===== config.mk =====
export PLATFORM = sky130hd
export DESIGN_NAME = eth_phy_10g_rx_prbs31_check_flat
export DESIGN_NICKNAME = d
export VERILOG_FILES = /design/src/rtl/eth_phy_10g_rx_prbs31_check_if.sv /design/src/rtl/eth_phy_10g_rx_prbs31_check.sv /design/src/flat_wrapper.sv
export SDC_FILE = /design/constraint.sdc
export NUM_CORES = 1
export LEC_CHECK = 0
export CORE_ASPECT_RATIO = 1.25
export CORE_MARGIN = 4
export CORE_UTILIZATION = 33
export CTS_CLUSTER_DIAMETER = 50
export DETAILED_ROUTE_END_ITERATION = 6
export DONT_BUFFER_PORTS = 1
export SLEW_MARGIN = 20
export SYNTH_ARGS = -nofsm -noshare
export SYNTH_HDL_FRONTEND = slang
export SYNTH_SLANG_ARGS = --single-unit

===== constraint.sdc =====
create_clock -name rx_clk -period 12.4 [get_ports rx_clk]
set_clock_uncertainty 0.15 [all_clocks]
set_input_delay 2.48 -clock rx_clk [delete_from_list [all_inputs] [get_ports rx_clk]]
set_output_delay 2.48 -clock rx_clk [all_outputs]
set_load 0.03 [all_outputs]

===== src/rtl/eth_phy_10g_rx_prbs31_check_if.sv =====
// Raw 66-bit SERDES receive word (data + sync header) into the PRBS31 checker.
interface eth_phy_10g_rx_prbs31_check_if #(
    parameter int DATA_WIDTH = 64,
    parameter int HDR_WIDTH  = 2
);
    logic [DATA_WIDTH-1:0] serdes_rx_data;
    logic [HDR_WIDTH-1:0]  serdes_rx_hdr;

    modport master (output serdes_rx_data, output serdes_rx_hdr);
    modport slave  (input  serdes_rx_data, input  serdes_rx_hdr);
endinterface


===== src/rtl/eth_phy_10g_rx_prbs31_check.sv =====
// 10GBASE-R receive PRBS31 (x^31 + x^28 + 1) checker with lock hysteresis and error counting.
// Optional macro PRBS31_CHK_INVERT_EN: check against the inverted PRBS31 sequence.
//
// state       | meaning
// ST_UNLOCKED | counting consecutive error-free words towards LOCK_CNT
// ST_LOCKED   | pattern locked; counting consecutive errored words towards UNLOCK_CNT
module eth_phy_10g_rx_prbs31_check #(
    parameter int DATA_WIDTH    = 64,
    parameter int HDR_WIDTH     = 2,
    parameter int LOCK_CNT      = 16,
    parameter int UNLOCK_CNT    = 4,
    parameter int ERR_CNT_WIDTH = 32
) (
    input  logic                         rx_clk,
    input  logic                         rx_rst,
    input  logic                         cfg_rx_prbs31_enable,
    input  logic                         cfg_err_clear,
    eth_phy_10g_rx_prbs31_check_if.slave serdes_rx,
    output logic                         prbs_lock,
    output logic                         prbs_word_error,
    output logic [6:0]                   prbs_bit_error_count,
    output logic [ERR_CNT_WIDTH-1:0]     prbs_err_total
);
    localparam int W = DATA_WIDTH + HDR_WIDTH;

    typedef enum logic [0:0] {
        ST_UNLOCKED = 1'b0,
        ST_LOCKED   = 1'b1
    } state_t;

    state_t             state;
    logic [30:0]        hist;
    logic               primed;
    logic [7:0]         good_cnt;
    logic [7:0]         bad_cnt;

    logic [W-1:0]       stream;
    logic [W+30:0]      ext;
    logic [W-1:0]       err_vec;
    logic [6:0]         err_cnt;
    logic               word_err;
    logic [30:0]        hist_next;
    logic [ERR_CNT_WIDTH:0] sum;
    logic [ERR_CNT_WIDTH-1:0] total_next;

    // ext[0..30] are the previous 31 stream bits oldest-first, ext[31+p] is bit p of this word.
    always_comb begin
        stream = {serdes_rx.serdes_rx_data, serdes_rx.serdes_rx_hdr};
`ifdef PRBS31_CHK_INVERT_EN
        stream = ~stream;
`endif
        ext = '0;
        for (int i = 0; i < 31; i++) begin
            ext[i] = hist[30-i];
        end
        ext[W+30:31] = stream;

        err_vec = '0;
        err_cnt = '0;
        for (int p = 0; p < W; p++) begin
            err_vec[p] = ext[p+31] ^ ext[p+3] ^ ext[p];
            err_cnt    = err_cnt + {6'd0, err_vec[p]};
        end
        word_err = |err_vec;

        // An all-zero stream satisfies the parity relation, so it is flagged explicitly.
        if (stream == '0) begin
            err_cnt  = 7'(W);
            word_err = 1'b1;
        end

        for (int j = 0; j < 31; j++) begin
            hist_next[j] = stream[W-1-j];
        end

        sum = {1'b0, prbs_err_total} + (ERR_CNT_WIDTH+1)'(err_cnt);
        total_next = sum[ERR_CNT_WIDTH] ? '1 : sum[ERR_CNT_WIDTH-1:0];
    end

    always_ff @(posedge rx_clk) begin
        if (rx_rst) begin
            state                <= ST_UNLOCKED;
            hist                 <= '0;
            primed               <= 1'b0;
            good_cnt             <= '0;
            bad_cnt              <= '0;
            prbs_lock            <= 1'b0;
            prbs_word_error      <= 1'b0;
            prbs_bit_error_count <= '0;
            prbs_err_total       <= '0;
        end else begin
            if (cfg_err_clear) begin
                prbs_err_total <= '0;
            end else if (cfg_rx_prbs31_enable && primed && state == ST_LOCKED) begin
                prbs_err_total <= total_next;
            end

            if (!cfg_rx_prbs31_enable) begin
                state                <= ST_UNLOCKED;
                hist                 <= '0;
                primed               <= 1'b0;
                good_cnt             <= '0;
                bad_cnt              <= '0;
                prbs_lock            <= 1'b0;
                prbs_word_error      <= 1'b0;
                prbs_bit_error_count <= '0;
            end else if (!primed) begin
                hist                 <= hist_next;
                primed               <= 1'b1;
                prbs_word_error      <= 1'b0;
                prbs_bit_error_count <= '0;
            end else begin
                hist                 <= hist_next;
                prbs_word_error      <= word_err;
                prbs_bit_error_count <= err_cnt;
                case (state)
                    ST_UNLOCKED: begin
                        if (word_err) begin
                            good_cnt <= '0;
                        end else if (good_cnt == 8'(LOCK_CNT - 1)) begin
                            state     <= ST_LOCKED;
                            prbs_lock <= 1'b1;
                            good_cnt  <= '0;
                            bad_cnt   <= '0;
                        end else begin
                            good_cnt <= good_cnt + 8'd1;
                        end
                    end
                    ST_LOCKED: begin
                        if (!word_err) begin
                            bad_cnt <= '0;
                        end else if (bad_cnt == 8'(UNLOCK_CNT - 1)) begin
                            state     <= ST_UNLOCKED;
                            prbs_lock <= 1'b0;
                            good_cnt  <= '0;
                            bad_cnt   <= '0;
                        end else begin
                            bad_cnt <= bad_cnt + 8'd1;
                        end
                    end
                    default: begin
                        state     <= ST_UNLOCKED;
                        prbs_lock <= 1'b0;
                        good_cnt  <= '0;
                        bad_cnt   <= '0;
                    end
                endcase
            end
        end
    end
endmodule


===== src/flat_wrapper.sv =====
// flat-port wrapper written by rule: the top's interface ports become plain ports
module eth_phy_10g_rx_prbs31_check_flat 
#(
    parameter int DATA_WIDTH    = 64,
    parameter int HDR_WIDTH     = 2,
    parameter int LOCK_CNT      = 16,
    parameter int UNLOCK_CNT    = 4,
    parameter int ERR_CNT_WIDTH = 32
)
  (rx_clk, rx_rst, cfg_rx_prbs31_enable, cfg_err_clear, prbs_lock, prbs_word_error, prbs_bit_error_count, prbs_err_total, serdes_rx_serdes_rx_data, serdes_rx_serdes_rx_hdr);
  eth_phy_10g_rx_prbs31_check_if #(.DATA_WIDTH(DATA_WIDTH), .HDR_WIDTH(HDR_WIDTH)) serdes_rx_i ();
  input  logic rx_clk;
  input  logic rx_rst;
  input  logic cfg_rx_prbs31_enable;
  input  logic cfg_err_clear;
  output logic prbs_lock;
  output logic prbs_word_error;
  output logic [6:0] prbs_bit_error_count;
  output logic [ERR_CNT_WIDTH-1:0] prbs_err_total;
  input wire logic [$bits(serdes_rx_i.serdes_rx_data)-1:0] serdes_rx_serdes_rx_data;
  input wire logic [$bits(serdes_rx_i.serdes_rx_hdr)-1:0] serdes_rx_serdes_rx_hdr;
  assign serdes_rx_i.serdes_rx_data = serdes_rx_serdes_rx_data;
  assign serdes_rx_i.serdes_rx_hdr = serdes_rx_serdes_rx_hdr;
  eth_phy_10g_rx_prbs31_check #(.DATA_WIDTH(DATA_WIDTH), .HDR_WIDTH(HDR_WIDTH), .LOCK_CNT(LOCK_CNT), .UNLOCK_CNT(UNLOCK_CNT), .ERR_CNT_WIDTH(ERR_CNT_WIDTH)) u_core (.rx_clk(rx_clk), .rx_rst(rx_rst), .cfg_rx_prbs31_enable(cfg_rx_prbs31_enable), .cfg_err_clear(cfg_err_clear), .serdes_rx(serdes_rx_i), .prbs_lock(prbs_lock), .prbs_word_error(prbs_word_error), .prbs_bit_error_count(prbs_bit_error_count), .prbs_err_total(prbs_err_total));
endmodule

# --- Word-level counts from Yosys, hierarchy flattened ---
# Index checks and enable logic that the tools add are counted.
totals:
  reg_bits: 90
  latch_bits: 0
  ram_bits: 0
  mem_bits_ro: 0
  out_inout_bits: 41
  wordCells: 252
  mem_count: 0
classes:
  n_addsub: 68
  mul: 0
  n_div: 0
  n_lt_le_gt_ge: 0
  n_eq_ne: 6
  shifts: 0
  mux: 24
  n_bitwise: 135
  reduce_logical: 10
ops:
  columns: ["op", "n"]
  rows:
  - ["$add 7x1->7", 64]
  - ["$xor 1x1->1", 132]
  - ["$logic_not 66->1", 1]
  - ["$reduce_or 66->1", 1]
  - ["$mux 8", 8]
  - ["$add 32x7->33", 1]
  - ["$mux 32", 1]
  - ["$pmux 8 s2", 2]
  - ["$add 8x1->8 const B", 2]
  - ["$mux 1", 10]
  - ["$eq 8x2->1 const B", 1]
  - ["$eq 8x4->1 const B", 1]
  - ["$mux 7", 1]
  - ["$ne 2x2->1 const B", 3]
  - ["$reduce_and 3->1", 2]
  - ["$reduce_and 5->1", 1]
  - ["$pmux 1 s2", 2]
  - ["$reduce_or 2->1", 2]
  - ["$not 1->1", 3]
  - ["$reduce_or 3->1", 1]
  - ["$add 1x1->2", 1]
  - ["$logic_and 1x1->1", 2]
  - ["$ne 2x1->1 const B", 1]

# --- Logic depth before layout (Yosys ltp) ---
depth:
  depth_word: 70
  mapped_depth: 32

# --- Worst setup path before layout ---
# OpenSTA, ideal clock, no wires.
synth_timing:
  kind: "in2reg"
  start: "input serdes_rx_serdes_rx_data[8]"
  end: "register u_core.prbs_err_total[19]"
  arrival_time_ns: 10.133
  required_time_ns: 12.118
  setup_slack_ns: 1.985
  stages: 30
  n_path_buf: 2
  cell_sequence: "clkbuf_1 > xnor3_1 > fa_1 > inv_1 > fa_1 > inv_1 > fa_1 > inv_1 > fa_1 > inv_1 > fa_1 > fa_1 > fa_1 > fa_1 > inv_1 > fa_1 > inv_1 > fa_1 > xor2_1 > a21oi_1 > ha_1 > a21o_1 > a21oi_1 > o21bai_1 > a21oi_1 > o21a_1 > clkbuf_1 > nor3_1 > nor4b_1 > nor3_1"
synth_between:
  elab_chain_len: 61
  elab_cells_between_ends: 65
  cone_classes: "add/sub (57); mux (2); bitwise (5); reduce/logical (1)"
synth_lines:
  columns: ["item", "line", "rtl"]
  rows:
  - ["start: declaration", "flat_wrapper.sv:20", "input wire logic [$bits(serdes_rx_i.serdes_rx_data)-1:0] serdes_rx_serdes_rx_data;"]
  - ["$xor 1x1->1 (2 in a row)", "eth_phy_10g_rx_prbs31_check.sv:61", "err_vec[p] = ext[p+31] ^ ext[p+3] ^ ext[p];"]
  - ["$add 7x1->7 (56 in a row)", "eth_phy_10g_rx_prbs31_check.sv:62", "err_cnt = err_cnt + {6'd0, err_vec[p]};"]
  - ["$mux 7 (*)", "eth_phy_10g_rx_prbs31_check.sv:67", "if (stream == '0) begin"]
  - ["net u_core.err_cnt[2]", "eth_phy_10g_rx_prbs31_check.sv:40", "logic [6:0] err_cnt;"]
  - ["$add 32x7->33 (*)", "eth_phy_10g_rx_prbs31_check.sv:76", "sum = {1'b0, prbs_err_total} + (ERR_CNT_WIDTH+1)'(err_cnt);"]
  - ["$mux 32 (*)", "eth_phy_10g_rx_prbs31_check.sv:77", "total_next = sum[ERR_CNT_WIDTH] ? '1 : sum[ERR_CNT_WIDTH-1:0];"]
  - ["end signal: assignment", "eth_phy_10g_rx_prbs31_check.sv:95", "prbs_err_total <= total_next;"]
  - ["end: declaration", "eth_phy_10g_rx_prbs31_check.sv:22", "output logic [ERR_CNT_WIDTH-1:0] prbs_err_total"]
# Mark *: on every way through the listed nets, which the timed path passes. The rest lies on a longest branch.
# A chain may end at the register's enable or synchronous reset.

# --- Final worst setup path ---
layout_timing:
  start: "input serdes_rx_serdes_rx_hdr[1]"
  end: "register u_core.prbs_err_total[7]"
layout_between:
  elab_chain_len: 70
  elab_cells_between_ends: 74
  cone_classes: "add/sub (66); mux (2); bitwise (5); reduce/logical (1)"
layout_lines:
  columns: ["item", "line", "rtl"]
  rows:
  - ["start: declaration", "flat_wrapper.sv:21", "input wire logic [$bits(serdes_rx_i.serdes_rx_hdr)-1:0] serdes_rx_serdes_rx_hdr;"]
  - ["$xor 1x1->1 (2 in a row)", "eth_phy_10g_rx_prbs31_check.sv:61", null]
  - ["$add 1x1->2", "eth_phy_10g_rx_prbs31_check.sv:62", null]
  - ["$add 7x1->7 (64 in a row)", "eth_phy_10g_rx_prbs31_check.sv:62", null]
  - ["$mux 7 (*)", "eth_phy_10g_rx_prbs31_check.sv:67", null]
  - ["net u_core.err_cnt[6]", "eth_phy_10g_rx_prbs31_check.sv:40", null]
  - ["$add 32x7->33 (*)", "eth_phy_10g_rx_prbs31_check.sv:76", null]
  - ["$mux 32 (*)", "eth_phy_10g_rx_prbs31_check.sv:77", null]
# Marked as above.

==> metrics.cfg <==
[outcome]
status = finished clean

[synthesis]
synth_compound_area_share_pct = 9.07
yosys.area_share.simple_pct = 17.8
synthFlopType = dfxtp_1
mappedNetlistNets = 860
synth_edf_count = 0
ys_types = 61
synth_area_um2 = 7260
synth_mux_area_share_pct = 0.293
seq_area_frac_synth_pct = 24.8
synth.avg_cell_area_um2 = 10.2
synthCells = 708
synth_async_sr_flop_share_pct = 0
synth-xor-area-share_pct = 22.4
ys_seq_elements = 90
synth_top_family_by_area = XOR/XNOR gates
synthAdderAreaFrac_pct = 20.0
yosysWarnings = 0

[cells_and_area]
register_area_um2 = 1800
layout_commonest_cell = dfxtp_1
post-route-util_pct = 36.2
multiInputGateArea_um2 = 5050
area_delta_synth_final_pct = 8.00
n_antenna_cell = 0
drive_gt1_share_pct = 6.13
fill_cells = 2198
fin_nets = 848
layout_common_cells = dfxtp_1, inv_1, fa_1, xnor3_1, a21oi_1

[clock_network]
cts_resized = 0
hold_buffers = 0
htree_levels = 3
cts.path.max_buffers = 2
cts_tree = built
cts_setup_buffers = 0
clk_pin_slew_ps = 80
cts_made_buffers = 9
cts_sinks = 90
worstSkewPairLatency_ps = 360
ctsRootBufferMaster = clkbuf_16

[global_route]
grt_pass1_wl_mm = 31.7
grt_pass1_vias = 5589
grt_max_degree = 41
grt_util_all_layers_pct = 16.7
overflow = 0
antenna_found_initial = 0

[setup_path]
crit_fanout = 17
critPathMostFrequentCell = fa_1
slowest_delay_ps = 670
end_kind = flop
regToRegStartpoint = u_core.hist[26]$_SDFF_PP0_
path_class = input port to flop
cp.buffers_inverters = 6
critPathSlowestCell = nand4_1
cp_top_family = adder cells
worstPathRequired_ps = 12530
start_kind = input port
cp-startpoint = serdes_rx_serdes_rx_hdr[1]
critical_path_arrival_ps = 10890

[floorplanning]
ios = 111
die_w_um = 141
start_util_pct = 33.6
die_h_um = 174
core_um2 = 21600
die_area_um2 = 24400
row_count = 60

[timing]
setup_viol = 0
layout_min_cycle_time_ps = 10760
fin_setup_tns_ps = 0
maxSlewHeadroom_pct = 32.3
max_freq_mhz = 92.9
final-max-slew-violation-count = 0
rsz0062_at_grt = no
setup_ws_ps = 1640
worstMarginPinSlew_ps = 1010
hold_violations = 0
fin_crit_sh_pct = 86.8

[route]
drc = 0
antenna_left = 0
vias = 5224
vias_per_cell = 5.33
wl_mm = 20.0
post_drt_wl_per_cell_um = 20.4
dr.pass1.iters = 4
drtIter0Drc = 254

[hold_path]
hold_start = u_core.bad_cnt[7]$_SDFFE_PP0P_
min_path_type = flop to flop

[placed_design]
place_ws_ps = 1290
gp_congestion = 0.950
dp_hpwl_mm = 16.4
io_buffers = 0

[run]
maxCapViolations = 0

## cell usage after synthesis (all sizes together), types with 5 or more instances
cell | n | share of area (%)
dfxtp | 90 | 25
inv | 78 | 4.0
fa | 57 | 16
xnor3 | 49 | 15
a21oi | 44 | 3.1
and2 | 36 | 3.1
xnor2 | 35 | 4.2
nand2 | 26 | 1.3
ha | 25 | 4.3
nor4 | 24 | 2.1
clkbuf | 22 | 1.2
nor3 | 22 | 1.5
nor2 | 21 | 1.1
nand4 | 19 | 1.7
nand3 | 18 | 1.2
xor2 | 18 | 2.2
and3 | 16 | 1.4
o21ai | 16 | 1.1
a21o | 9 | 0.93
and4 | 8 | 0.98
or3 | 8 | 0.69
a31oi | 6 | 0.52
or2 | 6 | 0.52
a41oi | 5 | 0.60
o21bai | 5 | 0.52
or4 | 5 | 0.57
## metrics by stage
step           hold WS [ps]  cell area, µm²  instances
6_report                350            7840        980
5_1_grt                 368            7840        980
4_1_cts                 354            7840        980
3_5_place_dp            338            7520        964
3_3_place_gp            334            7520        964
2_1_floorplan           305            7260        708
## state kept, by name, indices dropped and copies added, names as in the netlist
name / flops
u_core.bad_cnt: 8
u_core.primed: 1
u_core.hist: 31
u_core.good_cnt: 8
u_core.prbs_lock: 1
u_core.state: 1
u_core.prbs_bit_error_count: 7
u_core.prbs_err_total: 32
u_core.prbs_word_error: 1
## worst reg2reg max path, delay by kind of cell, from the launching register on
kind,cells,cell delay [ps]
buffers and inverters,6,410
AND/OR/NAND/NOR,3,1310
flip-flops,1,360
XOR/XNOR,2,480
adder cells (fa/ha/maj),12,5410
AO/OA/AOI/OAI,5,1060
## cells by family (layout without fill, tap and decap cells)
kind of cell,after synthesis,count (layout)
AOI/OAI and AO/OA,103,103
xor gates and xnor gates,104,104
adders and majority gates,82,82
buffers and inverters,104,97
DFF,90,90
muxes,2,2
and+or+nand+nor,223,223
## cell type report
cell class,count,share of cell area (%)
tap,279,4.45
timing repair buffer,3,0.287
sequential,90,23.0
clock inverter,7,1.20
clock buffer,9,2.87
inverter,78,3.74
multi-input combinational,514,64.5
## final timing paths
check,to,slack [ps],cells after the start
max,u_core.prbs_err_total[7]$_SDFFE_PP0P_,1640,27
min,u_core.bad_cnt[7]$_SDFFE_PP0P_,350,2
max reg2reg,u_core.prbs_err_total[7]$_SDFFE_PP0P_,3150,28
min reg2reg,u_core.bad_cnt[7]$_SDFFE_PP0P_,350,2
## per-layer routing
metal | global-route usage, % | vias to the layer above | part of all wire [%]
li1 | - | 2430 | -
met1 | 18.5 | 2554 | 37
met2 | 29.6 | 188 | 51
met3 | 4.66 | 52 | 7.3
met4 | 7.47 | 0 | 4.5
met5 | 0 | - | 0
Power is left out: the tool's default activity adds up to more than one toggle a clock period on the data nets, which glitch-free logic cannot reach.
